$ cat src/rtl/addsub_pkg.sv
// Shared definitions for the bit-serial adder/subtractor: controller states
// and operation mode encodings.
package addsub_pkg;

   typedef enum logic [1:0] {
      IDLE = 2'd0,
      RUN  = 2'd1,
      DONE = 2'd2
   } state_e;

   localparam logic MODE_ADD = 1'b0;
   localparam logic MODE_SUB = 1'b1;

endpackage

$ cat src/rtl/full_adder.sv
// Single-bit full-adder cell, used as the serial bit slice.
module full_adder (
   input  logic A,
   input  logic B,
   input  logic C,
   output logic Sum,
   output logic Cout
);

   assign Sum  = A ^ B ^ C;
   assign Cout = (A & B) | (C & (A ^ B));

endmodule

$ cat src/rtl/serial_addsub.sv
// Bit-serial adder/subtractor: one full-adder cell plus a carry flop, LSB first,
// WIDTH cycles per operation with a registered one-cycle done strobe.
module serial_addsub
   import addsub_pkg::*;
#(
   parameter int WIDTH = 8
) (
   input  logic             clk,
   input  logic             rst,
   input  logic             start,
   input  logic             sub,
   input  logic [WIDTH-1:0] a,
   input  logic [WIDTH-1:0] b,
   output logic             busy,
   output logic             done,
   output logic [WIDTH-1:0] sum,
   output logic             cout,
   output logic             ovf
);

   localparam int IW = (WIDTH > 1) ? $clog2(WIDTH) : 1;
   localparam logic [IW-1:0] LAST_IDX = IW'(WIDTH - 1);

   state_e           state_q, state_d;
   logic [WIDTH-1:0] opa_q, opa_d;
   logic [WIDTH-1:0] opb_q, opb_d;
   logic [WIDTH-1:0] shr_q, shr_d;
   logic [WIDTH-1:0] sum_q, sum_d;
   logic             carry_q, carry_d;
   logic             cout_q, cout_d;
   logic             ovf_q, ovf_d;
   logic [IW-1:0]    idx_q, idx_d;

   logic             fa_sum;
   logic             fa_cout;
   logic [WIDTH-1:0] shr_next;

   full_adder u_cell (
      .A    (opa_q[0]),
      .B    (opb_q[0]),
      .C    (carry_q),
      .Sum  (fa_sum),
      .Cout (fa_cout)
   );

   // Shift right with the new sum bit entering at the MSB; also valid for WIDTH=1.
   assign shr_next = (shr_q >> 1) | (WIDTH'(fa_sum) << (WIDTH - 1));

   always_comb begin
      state_d = state_q;
      opa_d   = opa_q;
      opb_d   = opb_q;
      shr_d   = shr_q;
      sum_d   = sum_q;
      carry_d = carry_q;
      cout_d  = cout_q;
      ovf_d   = ovf_q;
      idx_d   = idx_q;

      case (state_q)
         IDLE, DONE: begin
            if (start) begin
               opa_d   = a;
               opb_d   = (sub == MODE_SUB) ? ~b : b;
               carry_d = sub;
               idx_d   = '0;
               shr_d   = '0;
               state_d = RUN;
            end else begin
               state_d = IDLE;
            end
         end
         RUN: begin
            opa_d   = opa_q >> 1;
            opb_d   = opb_q >> 1;
            shr_d   = shr_next;
            carry_d = fa_cout;
            idx_d   = idx_q + IW'(1);
            if (idx_q == LAST_IDX) begin
               // Results are written on the final step so they appear with done;
               // carry_q here is the carry into the MSB.
               sum_d   = shr_next;
               cout_d  = fa_cout;
               ovf_d   = carry_q ^ fa_cout;
               state_d = DONE;
            end
         end
         default: state_d = IDLE;
      endcase
   end

   always_ff @(posedge clk) begin
      if (rst) begin
         state_q <= IDLE;
         opa_q   <= '0;
         opb_q   <= '0;
         shr_q   <= '0;
         sum_q   <= '0;
         carry_q <= 1'b0;
         cout_q  <= 1'b0;
         ovf_q   <= 1'b0;
         idx_q   <= '0;
      end else begin
         state_q <= state_d;
         opa_q   <= opa_d;
         opb_q   <= opb_d;
         shr_q   <= shr_d;
         sum_q   <= sum_d;
         carry_q <= carry_d;
         cout_q  <= cout_d;
         ovf_q   <= ovf_d;
         idx_q   <= idx_d;
      end
   end

   assign busy = (state_q == RUN);
   assign done = (state_q == DONE);
   assign sum  = sum_q;
   assign cout = cout_q;
   assign ovf  = ovf_q;

endmodule

$ cat config.mk
export PLATFORM = sky130hd
export DESIGN_NAME = serial_addsub
export DESIGN_NICKNAME = d
export VERILOG_FILES = /design/src/rtl/addsub_pkg.sv /design/src/rtl/full_adder.sv /design/src/rtl/serial_addsub.sv
export SDC_FILE = /design/constraint.sdc
export NUM_CORES = 1
export LEC_CHECK = 0
export ABC_CLOCK_PERIOD_IN_PS = 1700
export CAP_MARGIN = 40
export CORE_MARGIN = 2
export CORE_UTILIZATION = 41
export DETAILED_ROUTE_END_ITERATION = 16
export GPL_TIMING_DRIVEN = 0
export MAX_ROUTING_LAYER = met4
export PLACE_DENSITY = 0.72
export SLEW_MARGIN = 20
export SYNTH_ARGS = -nofsm -noshare
export SYNTH_HDL_FRONTEND = slang
export SYNTH_SLANG_ARGS = --single-unit
$ cat constraint.sdc
create_clock -name clk -period 1.7 [get_ports clk]
set_input_delay 0.34 -clock clk [delete_from_list [all_inputs] [get_ports clk]]
set_output_delay 0.34 -clock clk [all_outputs]
set_load 0.1 [all_outputs]
# Yosys cells after proc, flatten, opt, wreduce, memory -nomap -nowiden
# Index checks and enable logic that the tools add are counted.
[word_totals] reg_bits=40 latchBits=0 ramBits=0 mem_bits_ro=0 inputBits=20 output_inout_bits=12 wordCells=42 memories=0
[op_classes] add_sub_neg=1 n_mul=0 n_div=0 order_cmp=0 eq_ne=5 shifts=0 n_mux=14 bitwise_logic=8 reduce_logical=5
[ops] operator="8-bit case mux with 2 select lines" count=3
[ops] operator="8-bit 2-to-1 mux" count=4
[ops] operator="8-bit NOT" count=1
[ops] operator="7-bit by 8-bit OR with 8-bit output" count=1
[ops] operator="3-bit case mux with 2 select lines" count=1
[ops] operator="2-bit case mux with 2 select lines" count=1
[ops] operator="2-bit AND reduction" count=2
[ops] operator="3-bit by 1-bit adder with 3-bit output (second input constant)" count=1
[ops] operator="3-bit equality test (second input constant)" count=1
[ops] operator="3-bit 2-to-1 mux" count=1
[ops] operator="1-bit XOR" count=3
[ops] operator="1-bit AND" count=2
[ops] operator="2-bit by 1-bit equality test with 1-bit output (second input constant)" count=1
[ops] operator="2-bit equality test (second input constant)" count=1
[ops] operator="2-bit logical NOT" count=1
[ops] operator="1-bit 2-to-1 mux" count=2
[ops] operator="2-bit 2-to-1 mux" count=1
[ops] operator="2-bit by 1-bit != test with 1-bit output (second input constant)" count=1
[ops] operator="2-bit != test (second input constant)" count=1
[ops] operator="1-bit case mux with 2 select lines" count=1
[ops] operator="2-bit nonzero test" count=1
[ops] operator="2-bit OR reduction" count=1
[ops] operator="1-bit OR" count=1

# Longest topological paths before layout
[logic_depth] depth_word=4 ltp_mapped=6 depth_no_buf=5

# By module
# A second synthesis with hierarchy kept.
[unflattened] hier_cells=187 area_unflattened_um2=1610.3
[by_module_without_submodules] module="serial_addsub" instances=1 cells_each=186 area_per_inst_um2=1590.3 seq_area_each_um2=780.7
[by_module_without_submodules] module="full_adder" instances=1 cells_each=1 area_per_inst_um2=20.0 seq_area_each_um2=0.0

# Worst setup path before layout
# Ideal clock, no wire load.
[synth_timing] path_type="register to output" startpoint="register state_q[1]" endpoint="output done" arrival_time_ns=1.677 t_required_ns=1.360 setup_slack_ns=-0.317 path_stages_with_launch=2 n_path_buf=0 path_cell_list="dfxtp_1 > nor2b_1"
[synth_between] elab_chain_len=1
[synth_rtl] element="start, declared" line_no="serial_addsub.sv:24" source="state_e state_q, state_d;"
[synth_rtl] element="start signal, assigned" line_no="serial_addsub.sv:104" source="state_q <= state_d;"
[synth_rtl] element="2-bit equality test" line_no="serial_addsub.sv:117" source="assign done = (state_q == DONE);"
[synth_rtl] element="end, declared" line_no="serial_addsub.sv:15" source="output logic done,"
# No other way between the ends.

# Worst setup path after layout
[layout_timing] startpoint="input start" endpoint="register opb_q[6]"
[layout_between] elab_chain_len=2
[layout_rtl] element="start, declared" line_no="serial_addsub.sv:10" source="input logic start,"
[layout_rtl] element="2-bit != test (no source line)"
[layout_rtl] element="2-bit AND reduction (no source line)"
[layout_rtl] element="end signal, assigned" line_no="serial_addsub.sv:106" source="opb_q <= opb_d;"
[layout_rtl] element="end, declared" line_no="serial_addsub.sv:26" source="logic [WIDTH-1:0] opb_q, opb_d;"
# No other way between the ends.
# A chain may end at the register's enable or synchronous reset.

==> out/qor.txt <==
status: complete, no violations
count leader, synth: dfxtp_1
WL per Instance: 13.3 um
Clock Latency Late Sink: 0.30 ns
Synth top area share: 48.3%
Final Hold Fails: 0
Die Area: 4460 um2
hold depth: 2
P_leak: 0.792 nW
n_diodes: 0
layout cells sized above 1: 15.6%
vias in the first global route: 1357
Worst EP required: 1.93 ns
global placer's final weighted congestion: 0.777
DR DRC count: 0
ys async rst share: 0%
Synth top cells by count: dfxtp_1 (39), a21oi_1 (36), nand2_1 (29), nand3_1 (27), a22oi_1 (15)
GR Util All Layers: 19.2%
area leader, netlist: dfxtp_1
Max Cap Violations: 0
TritonCTS buffer count: 5
fin util: 58.7%
Multi-input gate area: 737 um2
pwr dens: 848 nW/um2
clk root buf: clkbuf_8
YS warnings: 0
CTS tree: yes
syn avg cell area: 8.65 um2
port bufs: 29
Setup CP Type: in -> reg
measured slew at the worst slew-check pin: 0.489 ns
die width: 66.8 um
Post-Route Skew: 0.00804 ns
Hold Path End: shr_q[1]
R2R cell count: 5
post-synthesis cell area: 1620 um2
Placed Cells: 276
Final ANT Viol Nets: 0
fin nets: 246
Synth Register Bits: 39
Clock transition at path regs: 0.08 ns
die height: 66.8 um
final slew viol count: 0
reg2reg start: idx_q[0]
Pre-antenna DRT Iters: 4
critical path capture point type: flop
R2R setup slack: 0.28 ns
top cells by area, synth: dfxtp_1 (48%), a21oi_1 (11%), nand3_1 (8.4%)
relative slew slack: 67.4%
critical path arrival: 1.67 ns
Hold WS: 0.437 ns
vias post-DR: 1421
syn nets: 210
Reg2Reg Capture Point: ovf
Fill cells: 353
Detailed Place HPWL: 2530 um
register area: 782 um2
Fmax achieved: 692 MHz
clock sink total: 39
Initial Utilization: 43.5%
Layout Cells excl Fill: 272
I/O pins: 32
Syn Inst Count: 187
Main synth FF type: dfxtp_1
vias per std cell: 5.22
Area Growth Syn to Fin: 34.9%
number of DRC markers in iteration 0: 92
sequential element share of the synthesized area: 48.3%
H-tree depth: 2
first-pass GRT wire length: 6200 um
crit path max fanout: 10
row count: 22
CTS max path bufs: 2
VDD IR max: 0.455 mV
RSZ-0062 raised after global routing: no
GR Overflow Total: 0
final setup vio count: 0
hold path start: rst
Core Region: 3720 um2
Hold WC Path Type: in -> reg
minimum clock period after layout: 1.45 ns
wirelength, routed: 3610 um
fin crit share: 85.0%
EDFF count, synth: 0
initial antenna violation count: 0
Synth cell types: 21
type of origin of the critical path: input pin
pin count of the biggest net entering global routing: 17
==> critical path, stage by stage <==
cell             delay, ns
clkdlybuf4s50_1       0.49
nor2b_1               0.15
buf_2                 0.20
buf_2                 0.24
a22oi_1               0.10
a21oi_1               0.14
==> cell type report <==
class / count / share of cell area, %
Timing Repair Buffer: 30 / 19.2
Sequential cell: 39 / 35.8
Tap cell: 48 / 2.75
Clock buffer: 6 / 3.33
Multi-Input combinational cell: 131 / 33.8
Clock inverter: 2 / 0.573
Inverter: 1 / 0.287
Buffer: 15 / 4.30
==> layout by cell type (no fill, tap or decap), types with 2 or more instances in the layout <==
master           count
buf_12              12
nand2_1             29
nor2_1               3
clkbuf_1             4
xor2_1               8
a21oi_1             36
ha_1                 2
nand2b_1             3
buf_4                5
buf_2                6
buf_6                2
nand3_1             27
clkbuf_8             5
a22oi_1             15
clkdlybuf4s50_1     17
dfxtp_1             38
==> worst max-delay path by stage <==
stage               start       end  slack [ns]  cells past startpoint
6_report            start  opb_q[6]        0.25                      6
4_1_cts              cout      cout       0.002                      2
5_1_grt          idx_q[0]    sum[0]        0.16                      5
2_1_floorplan  state_q[1]      done        0.21                      1
3_5_place_dp   state_q[0]      busy       -0.28                      5
3_3_place_gp   state_q[0]      busy       -0.70                      4
==> where the power goes <==
group	switching, mW	internal, mW
clock network	0.329	0.287
registers	0.0242	0.950
logic	0.142	0.118
==> registers in the layout (all words and copies together) (netlist names) <==
signal and count:
sum 8, idx_q 3, opa_q 8, cout 1
shr_q 7, ovf 1, opb_q 8, state_q 2
carry_q 1
==> what timing repair did <==
item / in CTS / in global routing
hold buffers: 0 / 0
setup endpoints to repair: 6 / 7
buffers inserted: 1 / 0
gates resized for setup: 8 / 6
==> through the flow <==
step / cell area (um2) / TNS [ns] / total power [mW] / setup slack (ns)
2_1_floorplan: 1620 / 0 / 1.16 / 0.209
3_3_place_gp: 1970 / -1.66 / 1.24 / -0.697
3_5_place_dp: 2150 / -0.476 / 1.25 / -0.278
4_1_cts: 2220 / 0 / 1.87 / 0.00153
5_1_grt: 2180 / 0 / 1.95 / 0.160
6_report: 2180 / 0 / 1.85 / 0.255
==> cell families after synthesis <==
group                    Yosys count  share of synthesized area, %
adder cells (fa/ha/maj)            3                          2.78
AND/OR/NAND/NOR                   66                          18.7
XOR/XNOR                           9                          4.87
buffers and inverters             17                          6.34
AO/OA/AOI/OAI                     53                          19.0
flip-flops                        39                          48.3
==> per-layer routing <==
metal	up-vias	share of wire [%]	routed length, um	global-route usage (%)
li1	721	-	-	-
met1	654	46	1670	24.1
met2	40	47	1690	29.0
met3	6	5.7	205	6.25
met4	0	1.3	46	6.89
met5	-	0	0	-
(Power assumes the default switching activity.)
